$ cat config.mk
export PLATFORM = sky130hd
export DESIGN_NAME = random_sample_collector
export DESIGN_NICKNAME = d
export VERILOG_FILES = /design/src/rtl/random_sample_collector.sv
export SDC_FILE = /design/constraint.sdc
export NUM_CORES = 1
export LEC_CHECK = 0
export CORE_ASPECT_RATIO = 1.1
export CORE_MARGIN = 1
export CORE_UTILIZATION = 46
export DETAILED_ROUTE_END_ITERATION = 10
export PLACE_DENSITY = 0.74
export SETUP_SLACK_MARGIN = 0.4
export SLEW_MARGIN = 10
export SYNTH_ARGS = -nofsm -noshare
export SYNTH_HDL_FRONTEND = slang
export SYNTH_SLANG_ARGS = --single-unit
$ cat constraint.sdc
create_clock -name in_clock -period 2 [get_ports in_clock]
set_clock_uncertainty 0.05 [all_clocks]
set_input_delay 0.3 -clock in_clock [delete_from_list [all_inputs] [get_ports in_clock]]
set_output_delay 0.3 -clock in_clock [all_outputs]
set_load 0.05 [all_outputs]
$ cat src/rtl/random_sample_collector.sv
// Consumer side of the MCMC random number generator: burn-in discard, throttled requests, small output FIFO.
// Define RSC_RANGE_CHECK_EN to enable the [min, max] window check and the out-of-range counter.
module random_sample_collector #(
  parameter int WIDTH  = 8,
  parameter int DEPTH  = 4,
  parameter int WARMUP = 2
) (
  input  logic                    in_clock,
  input  logic                    in_reset,
  input  logic                    in_start,
  input  logic [7:0]              in_count,
  input  logic signed [WIDTH-1:0] in_min,
  input  logic signed [WIDTH-1:0] in_max,
  output logic                    out_gen_enable,
  input  logic signed [WIDTH-1:0] in_random,
  output logic signed [WIDTH-1:0] out_data,
  output logic                    out_valid,
  input  logic                    in_ready,
  output logic                    out_busy,
  output logic                    out_done,
  output logic [7:0]              out_error_count
);
  localparam int AW  = $clog2(DEPTH);
  localparam int CW  = AW + 1;
  localparam int CWX = CW + 1;
  localparam int BW  = (WARMUP > 0) ? $clog2(WARMUP + 1) : 1;
  localparam logic [CWX-1:0] DEPTH_W  = CWX'(DEPTH);
  localparam logic [BW-1:0]  WARMUP_W = BW'(WARMUP);

  localparam logic [1:0] S_IDLE    = 2'd0;
  localparam logic [1:0] S_BURN    = 2'd1;
  localparam logic [1:0] S_COLLECT = 2'd2;
  localparam logic [1:0] S_DONE    = 2'd3;

  logic [1:0]              state;
  logic [7:0]              remaining;
  logic [BW-1:0]           burn_issued;
  logic                    pending;
  logic [CW-1:0]           fifo_count;
  logic [AW-1:0]           wr_ptr;
  logic [AW-1:0]           rd_ptr;
  logic signed [WIDTH-1:0] mem [DEPTH];
  logic                    sample;
  logic                    in_range;
  logic                    push;
  logic                    pop;

  // A request is only issued if its sample is guaranteed a slot, counting the one still in flight.
  always_comb begin
    out_gen_enable = 1'b0;
    case (state)
      S_BURN:    out_gen_enable = (burn_issued != WARMUP_W);
      S_COLLECT: out_gen_enable = (remaining != 8'd0) &&
                                  (({1'b0, fifo_count} + CWX'(pending)) < DEPTH_W);
      default:   out_gen_enable = 1'b0;
    endcase
  end

  // NOTE: sequential state uses non-blocking assignments so every register sees pre-edge values.
  always_ff @(posedge in_clock or negedge in_reset) begin
    if (!in_reset) begin
      state       <= S_IDLE;
      remaining   <= 8'd0;
      burn_issued <= '0;
      pending     <= 1'b0;
    end else begin
      pending <= out_gen_enable;
      case (state)
        S_IDLE: begin
          if (in_start) begin
            remaining   <= in_count;
            burn_issued <= '0;
            state       <= (WARMUP > 0) ? S_BURN : S_COLLECT;
          end
        end
        S_BURN: begin
          if (out_gen_enable) burn_issued <= burn_issued + BW'(1);
          else if (pending)   state <= S_COLLECT;
        end
        S_COLLECT: begin
          if (out_gen_enable) remaining <= remaining - 8'd1;
          if (remaining == 8'd0 && !pending) state <= S_DONE;
        end
        default: state <= S_IDLE;
      endcase
    end
  end

  assign sample = pending && (state == S_COLLECT);

`ifdef RSC_RANGE_CHECK_EN
  logic signed [WIDTH-1:0] lo;
  logic signed [WIDTH-1:0] hi;
  logic [7:0]              errors;

  assign in_range = (in_random >= lo) && (in_random <= hi);

  always_ff @(posedge in_clock or negedge in_reset) begin
    if (!in_reset) begin
      lo     <= '0;
      hi     <= '0;
      errors <= 8'd0;
    end else if (state == S_IDLE && in_start) begin
      lo     <= in_min;
      hi     <= in_max;
      errors <= 8'd0;
    end else if (sample && !in_range && errors != 8'hFF) begin
      errors <= errors + 8'd1;
    end
  end

  assign out_error_count = errors;
`else
  logic unused_bounds;
  assign unused_bounds   = ^{in_min, in_max};
  assign in_range        = 1'b1;
  assign out_error_count = 8'd0;
`endif

  assign push      = sample && in_range;
  assign pop       = out_valid && in_ready;
  assign out_valid = (fifo_count != '0);
  assign out_data  = out_valid ? mem[rd_ptr] : '0;

  always_ff @(posedge in_clock or negedge in_reset) begin
    if (!in_reset) begin
      fifo_count <= '0;
      wr_ptr     <= '0;
      rd_ptr     <= '0;
    end else begin
      if (push) wr_ptr <= wr_ptr + AW'(1);
      if (pop)  rd_ptr <= rd_ptr + AW'(1);
      case ({push, pop})
        2'b10:   fifo_count <= fifo_count + CW'(1);
        2'b01:   fifo_count <= fifo_count - CW'(1);
        default: fifo_count <= fifo_count;
      endcase
    end
  end

  // NOTE: the storage array has no reset; out_data is gated by out_valid so stale words never show.
  always_ff @(posedge in_clock) begin
    if (push) mem[wr_ptr] <= in_random;
  end

  assign out_busy = (state != S_IDLE);
  assign out_done = (state == S_DONE);

endmodule

# Yosys cells after proc, flatten, opt, wreduce, memory -nomap -nowiden
# Memory sizes are Yosys's and may differ from the RTL's.
# Index checks and enable logic that the tools add are counted.
[op_classes]
n_addsub = 7
n_lt_le_gt_ge = 1
n_eq_ne = 12
n_mux = 16
reduce_logical = 16
[ops]
columns = ["op", "count"]
rows = [
  ["$mux 8", 3],
  ["$pmux 8 s2", 1],
  ["$ne 2x2->1 const B", 7],
  ["$mux 2", 6],
  ["$logic_not 8->1", 1],
  ["$reduce_bool 2->1", 4],
  ["$reduce_bool 8->1", 1],
  ["$sub 8x1->8 const B", 1],
  ["$add 2x1->2 const B", 3],
  ["$eq 2x2->1 const B", 3],
  ["$pmux 2 s3", 1],
  ["$pmux 3 s2", 1],
  ["$reduce_and 3->1", 2],
  ["$add 3x1->4", 1],
  ["$eq 2x1->1 const B", 2],
  ["$logic_and 1x1->1", 4],
  ["$lt 4x3->1 const B", 1],
  ["$pmux 2 s2", 1],
  ["$reduce_and 4->1", 1],
  ["$add 3x1->3 const B", 1],
  ["$reduce_bool 3->1", 1],
  ["$sub 3x1->3 const B", 1],
  ["$logic_not 2->1", 1],
  ["$mux 1", 2],
  ["2 further kinds", 2],
]
[totals]
register_bits = 20
ram_bits = 32
inputBits = 36
output_inout_bits = 20
elab_cells = 60
memories = 1
[mem_list]
columns = ["name", "depth", "width", "read_ports", "rd_ports_with_merged_regs", "write_ports", "line_no", "source"]
rows = [
  ["mem", 4, 8, 1, 0, 1, "42", "logic signed [WIDTH-1:0] mem [DEPTH];"],
]

# Depth between registers and ports, before layout
[depth]
word_depth = 6
mapped_depth = 11
ltp_nobuf = 9

# Worst setup path before layout
# Ideal clock, no wire load.
[synth_path]
path_kind = "flip-flop to flip-flop"
start = "reg fifo_count[0]"
end = "reg fifo_count[2]"
setup_ns = 0.079
arrival_time_ns = 2.279
t_required_ns = 1.871
slack_ns = -0.408
path_stages_with_launch = 10
path_buffers = 1
synth_period_minus_slack_ns = 2.408
path_cell_list = "dfrtp_1 > or3_1 > clkbuf_1 > and2_1 > ha_1 > inv_1 > fa_1 > xor2_1 > nor2_1 > xor2_1"
[synth_via]
elab_chain_cells = 4
elab_cells_between_ends = 8
cone_classes = "add/sub (2); eq/ne (2); mux (1); reduce/logical (3)"
[synth_lines]
columns = ["item", "line_no", "source"]
rows = [
  ["start: declaration", "39", "logic [CW-1:0] fifo_count;"],
  ["start signal: assignment", "134", "2'b10: fifo_count <= fifo_count + CW'(1);"],
  ["start signal: assignment", "135", "2'b01: fifo_count <= fifo_count - CW'(1);"],
  ["start signal: assignment", "136", "default: fifo_count <= fifo_count;"],
  ["$reduce_bool 3->1 (*)", "122", "assign out_valid = (fifo_count != '0);"],
  ["named net out_valid", "17", "output logic out_valid,"],
  ["$logic_and 1x1->1 (*)", "121", "assign pop = out_valid && in_ready;"],
  ["named net pop", "46", "logic pop;"],
  ["$eq 2x1->1 or $eq 2x2->1 (tied branches)", "133", "case ({push, pop})"],
  ["$pmux 3 s2 or $reduce_bool 2->1 (tied branches)", "--", ""],
]
# The timed path passes the listed nets; every way through them passes the cells marked *.
# A chain may end at the register's enable or synchronous reset.

# Worst setup path in the final report
[layout_path]
start = "reg remaining[1]"
end = "out out_gen_enable"
[layout_via]
elab_chain_cells = 3
[layout_lines]
columns = ["item", "line_no", "source"]
rows = [
  ["start: declaration", "36", "logic [7:0] remaining;"],
  ["start signal: assignment", "71", "remaining <= in_count;"],
  ["start signal: assignment", "81", "if (out_gen_enable) remaining <= remaining - 8'd1;"],
  ["$reduce_bool 8->1", "53", "S_COLLECT: out_gen_enable = (remaining != 8'd0) &&"],
  ["$logic_and 1x1->1", "53", ""],
  ["$pmux 1 s2", "51", "case (state)"],
  ["end: declaration", "14", "output logic out_gen_enable,"],
]
# Every way passes these cells.

==> results.yml <==
pwr:
  p_leak_nw: 1.42
  clkPwrFrac_pct: 11.7
  powerDensity_nw_per_um2: 1710
  share_comb_of_total_power_pct: 62.5
  p_int_mw: 3.61
  ir_worst_vdd_v: 0.00108
  seqPwrFrac_pct: 25.8
  swShare_pct: 41.7
  net-switching-power_mw: 2.59
setup_path:
  crit_path_cell_trace: "inv_2, ha_4, nor3b_1, a211o_1, a21oi_4, buf_12"
  worst-path-buf-inv: 2
  worstSetupPathType: "flop to output port"
  critPathRequiredTime_ps: 1650
  crit_fanout: 2
  max_stage_delay_ps: 370
  cp-start-kind: "flop"
  crit_path_top_delay_cell: "dfrtp_1"
  crit_arrival_ps: 1690
  critical_path.top_delay_family: "compound AO/OA/AOI/OAI gates"
  endpoint_kind: "output port"
final_layout:
  seq_area_sq_um: 1460
  postLayoutCoreUtil_pct: 66.3
  layout.nets: 323
  multi_input_area_sq_um: 1240
  syn2layout_area_growth_pct: 36.7
  antenna_cells: 0
  drive_gt1_share_pct: 38.4
  nFillCells: 403
yosys:
  netlist_area_sq_um: 2650
  synth_edf_count: 32
  ys_types: 46
  syn_inst: 214
  ys_ff_latch: 52
  ys_warn_count: 0
  yosysSeqAreaShare_pct: 55.1
  syn_avg_cell_area_sq_um: 12.4
  ys.flop_type: "edfxtp_1"
  async_flop_share_pct: 38.5
floorplanning:
  rows: 28
  core-area_sq_um: 5470
  dieArea_sq_um: 6070
  chipWidth_microns: 74.4
  num_io_pins: 56
  start_util_pct: 48.5
  die-height_microns: 81.6
clocking:
  clock_sinks: 52
  clk_pin_slew_ps: 100
  cts-root-buf: "clkbuf_8"
  cts_tree: "done"
  insertion_delay_ps: 310
  h-tree-depth: 2
  cts.hold.buffers_added: 0
  clk_path_buf_depth: 2
  numCtsBuffers: 5
place:
  place_hpwl_mm: 3.83
  numPortBuffers: 31
  place_congestion: 0.866
global_route:
  grt.total_usage_pct: 20.1
  grt_pass1_vias: 1928
  grt_remaining_overflow: 0
  grt_max_degree: 21
  grt_antenna_before_repair: 0
  grt_pass1_wl_mm: 8.94
routing:
  routed_via_density: 5.34
  drc: 0
  drt_first_iter_violations: 100
  postRouteAntennaNets: 0
  wl_per_cell_microns: 15.7
  first_pass_iters: 4
  wl_mm: 5.50
  vias: 1873
timing:
  hold_viol_final: 0
  post-route-period-util_pct: 102
  period_needed_ps: 2040
  timing.fmax_mhz: 491
  drv_slew: 0
  rsz0062_at_grt: "yes"
  setup_ws_ps: -36.1
  hold_ws_ps: 279
  setup_viol: 1
job:
  cap_violations: 0
run_status:
  violations: "setup timing"
  status: "finished, violations left"
hold_path:
  worstHoldPathType: "input port to async pin"
==> layout by cell type (no fill, tap or decap), types with 3 or more instances in the layout <==
cell type and instances:
nand3_1 4, o211ai_1 3, a21oi_1 3, buf_4 24, xor2_1 3, conb_1 8, clkdlybuf4s50_1 19, edfxtp_1 32
ha_1 6, buf_6 9, inv_2 5, buf_8 11, inv_1 7, a31oi_1 3, clkbuf_8 5, nor2_1 9
a21oi_2 3, nor2_2 3, nor3_1 3, mux4_2 8, mux2i_1 5, and2_4 9, dfrtp_1 20, o21ai_0 9
xnor2_1 4, ha_4 4, nand2_1 11, nand3b_1 4
==> synthesized netlist by cell type, types with 2 or more instances <==
master	count	area [sq um]
a31oi_1	3	18.8
edfxtp_1	32	961
clkbuf_1	6	22.5
nand3b_1	4	30.0
xnor2_1	4	35.0
o211ai_1	3	22.5
nor3_1	3	15.0
buf_2	3	15.0
and3_2	4	30.0
and2_1	9	56.3
o21ai_0	12	60.1
mux4_2	8	180
buf_4	8	60.1
nand3_1	4	20.0
or3_1	2	12.5
nor2_1	13	48.8
ha_1	11	138
inv_1	14	52.6
nor4_1	2	12.5
nand2_1	12	45.0
xor2_1	3	26.3
a21oi_1	6	30.0
mux2i_1	6	60.1
dfrtp_1	20	500
==> path summary, 6_finish.rpt <==
kind,startpoint,end,slack [ps],cells after the start
hold / removal,in_reset,remaining[2],280,2
setup / recovery,remaining[1],out_gen_enable,-40,6
max in group asynchronous,in_reset,burn_issued[1],1390,2
hold reg to reg,wr_ptr[0],wr_ptr[0],490,1
min in group in_clock,wr_ptr[0],wr_ptr[0],490,1
setup reg to reg,state[1],fifo_count[2],30,10
==> repair_timing <==
item                                    in CTS  in global routing
endpoints found under the setup margin      26                 27
gates cloned                                 0                  0
resized for setup                           46                 10
pin swaps                                   16                  5
setup buffers                                8                  3
==> worst register-to-register path, cell delays in order (launching register included) <==
cell,delay [ps]
dfrtp_1,420
buf_6,140
ha_4,170
buf_6,130
nand2_4,60
ha_4,140
inv_2,30
fa_2,320
xor2_1,160
nor2_1,140
xor2_1,150
==> metrics by stage <==
stage	power, mW	setup TNS, ps	instances	setup slack (ps)	area (sq um)
floorplan	3.87	-5.27	221	-5.27	2800
global placement	4.65	0	332	34.1	3210
detailed placement	4.74	0	332	5.92	3210
CTS	6.10	-57.1	348	-57.1	3570
global route	6.57	-486	351	-86.9	3620
finish	6.20	-36.1	351	-36.1	3620
==> area by class of cell <==
class | count | share of cell area [%]
flip-flops and latches | 52 | 40.3
well taps | 75 | 2.59
inverters | 14 | 1.62
clock buffers | 6 | 2.00
clock inverters | 2 | 1.07
multi-input cells | 138 | 34.3
repair buffers | 64 | 18.1
==> layer usage <==
layer,GRT usage (%),part of all wire (%)
met2,35.3,51
met1,23.9,43
met3,4.54,4.0
met4,7.55,1.6
met5,0,0
==> sequential cells by signal (all words and copies together), names as in the netlist <==
| signal | cells |
|---|---|
| mem | 32 |
| remaining | 8 |
| fifo_count | 3 |
| burn_issued | 2 |
| rd_ptr | 2 |
| state | 2 |
| wr_ptr | 2 |
| pending | 1 |
==> logic make-up after synthesis <==
group	share of synthesized area (%)
simple gates	12.0
mux	9.91
buf+inv	5.66
other cells	0.141
flops	55.1
xor+xnor	2.31
compound gates	8.96
fa+ha+maj	5.94
==> power groups by stage <==
stage / registers, mW / logic, mW / clock network, mW
floorplan: 1.54 / 2.33 / 0
global placement: 1.58 / 3.07 / 0
detailed placement: 1.59 / 3.16 / 0
CTS: 1.59 / 3.77 / 0.741
global route: 1.63 / 4.16 / 0.785
finish: 1.60 / 3.88 / 0.727
Note: power is estimated with default switching activity, not from simulation.
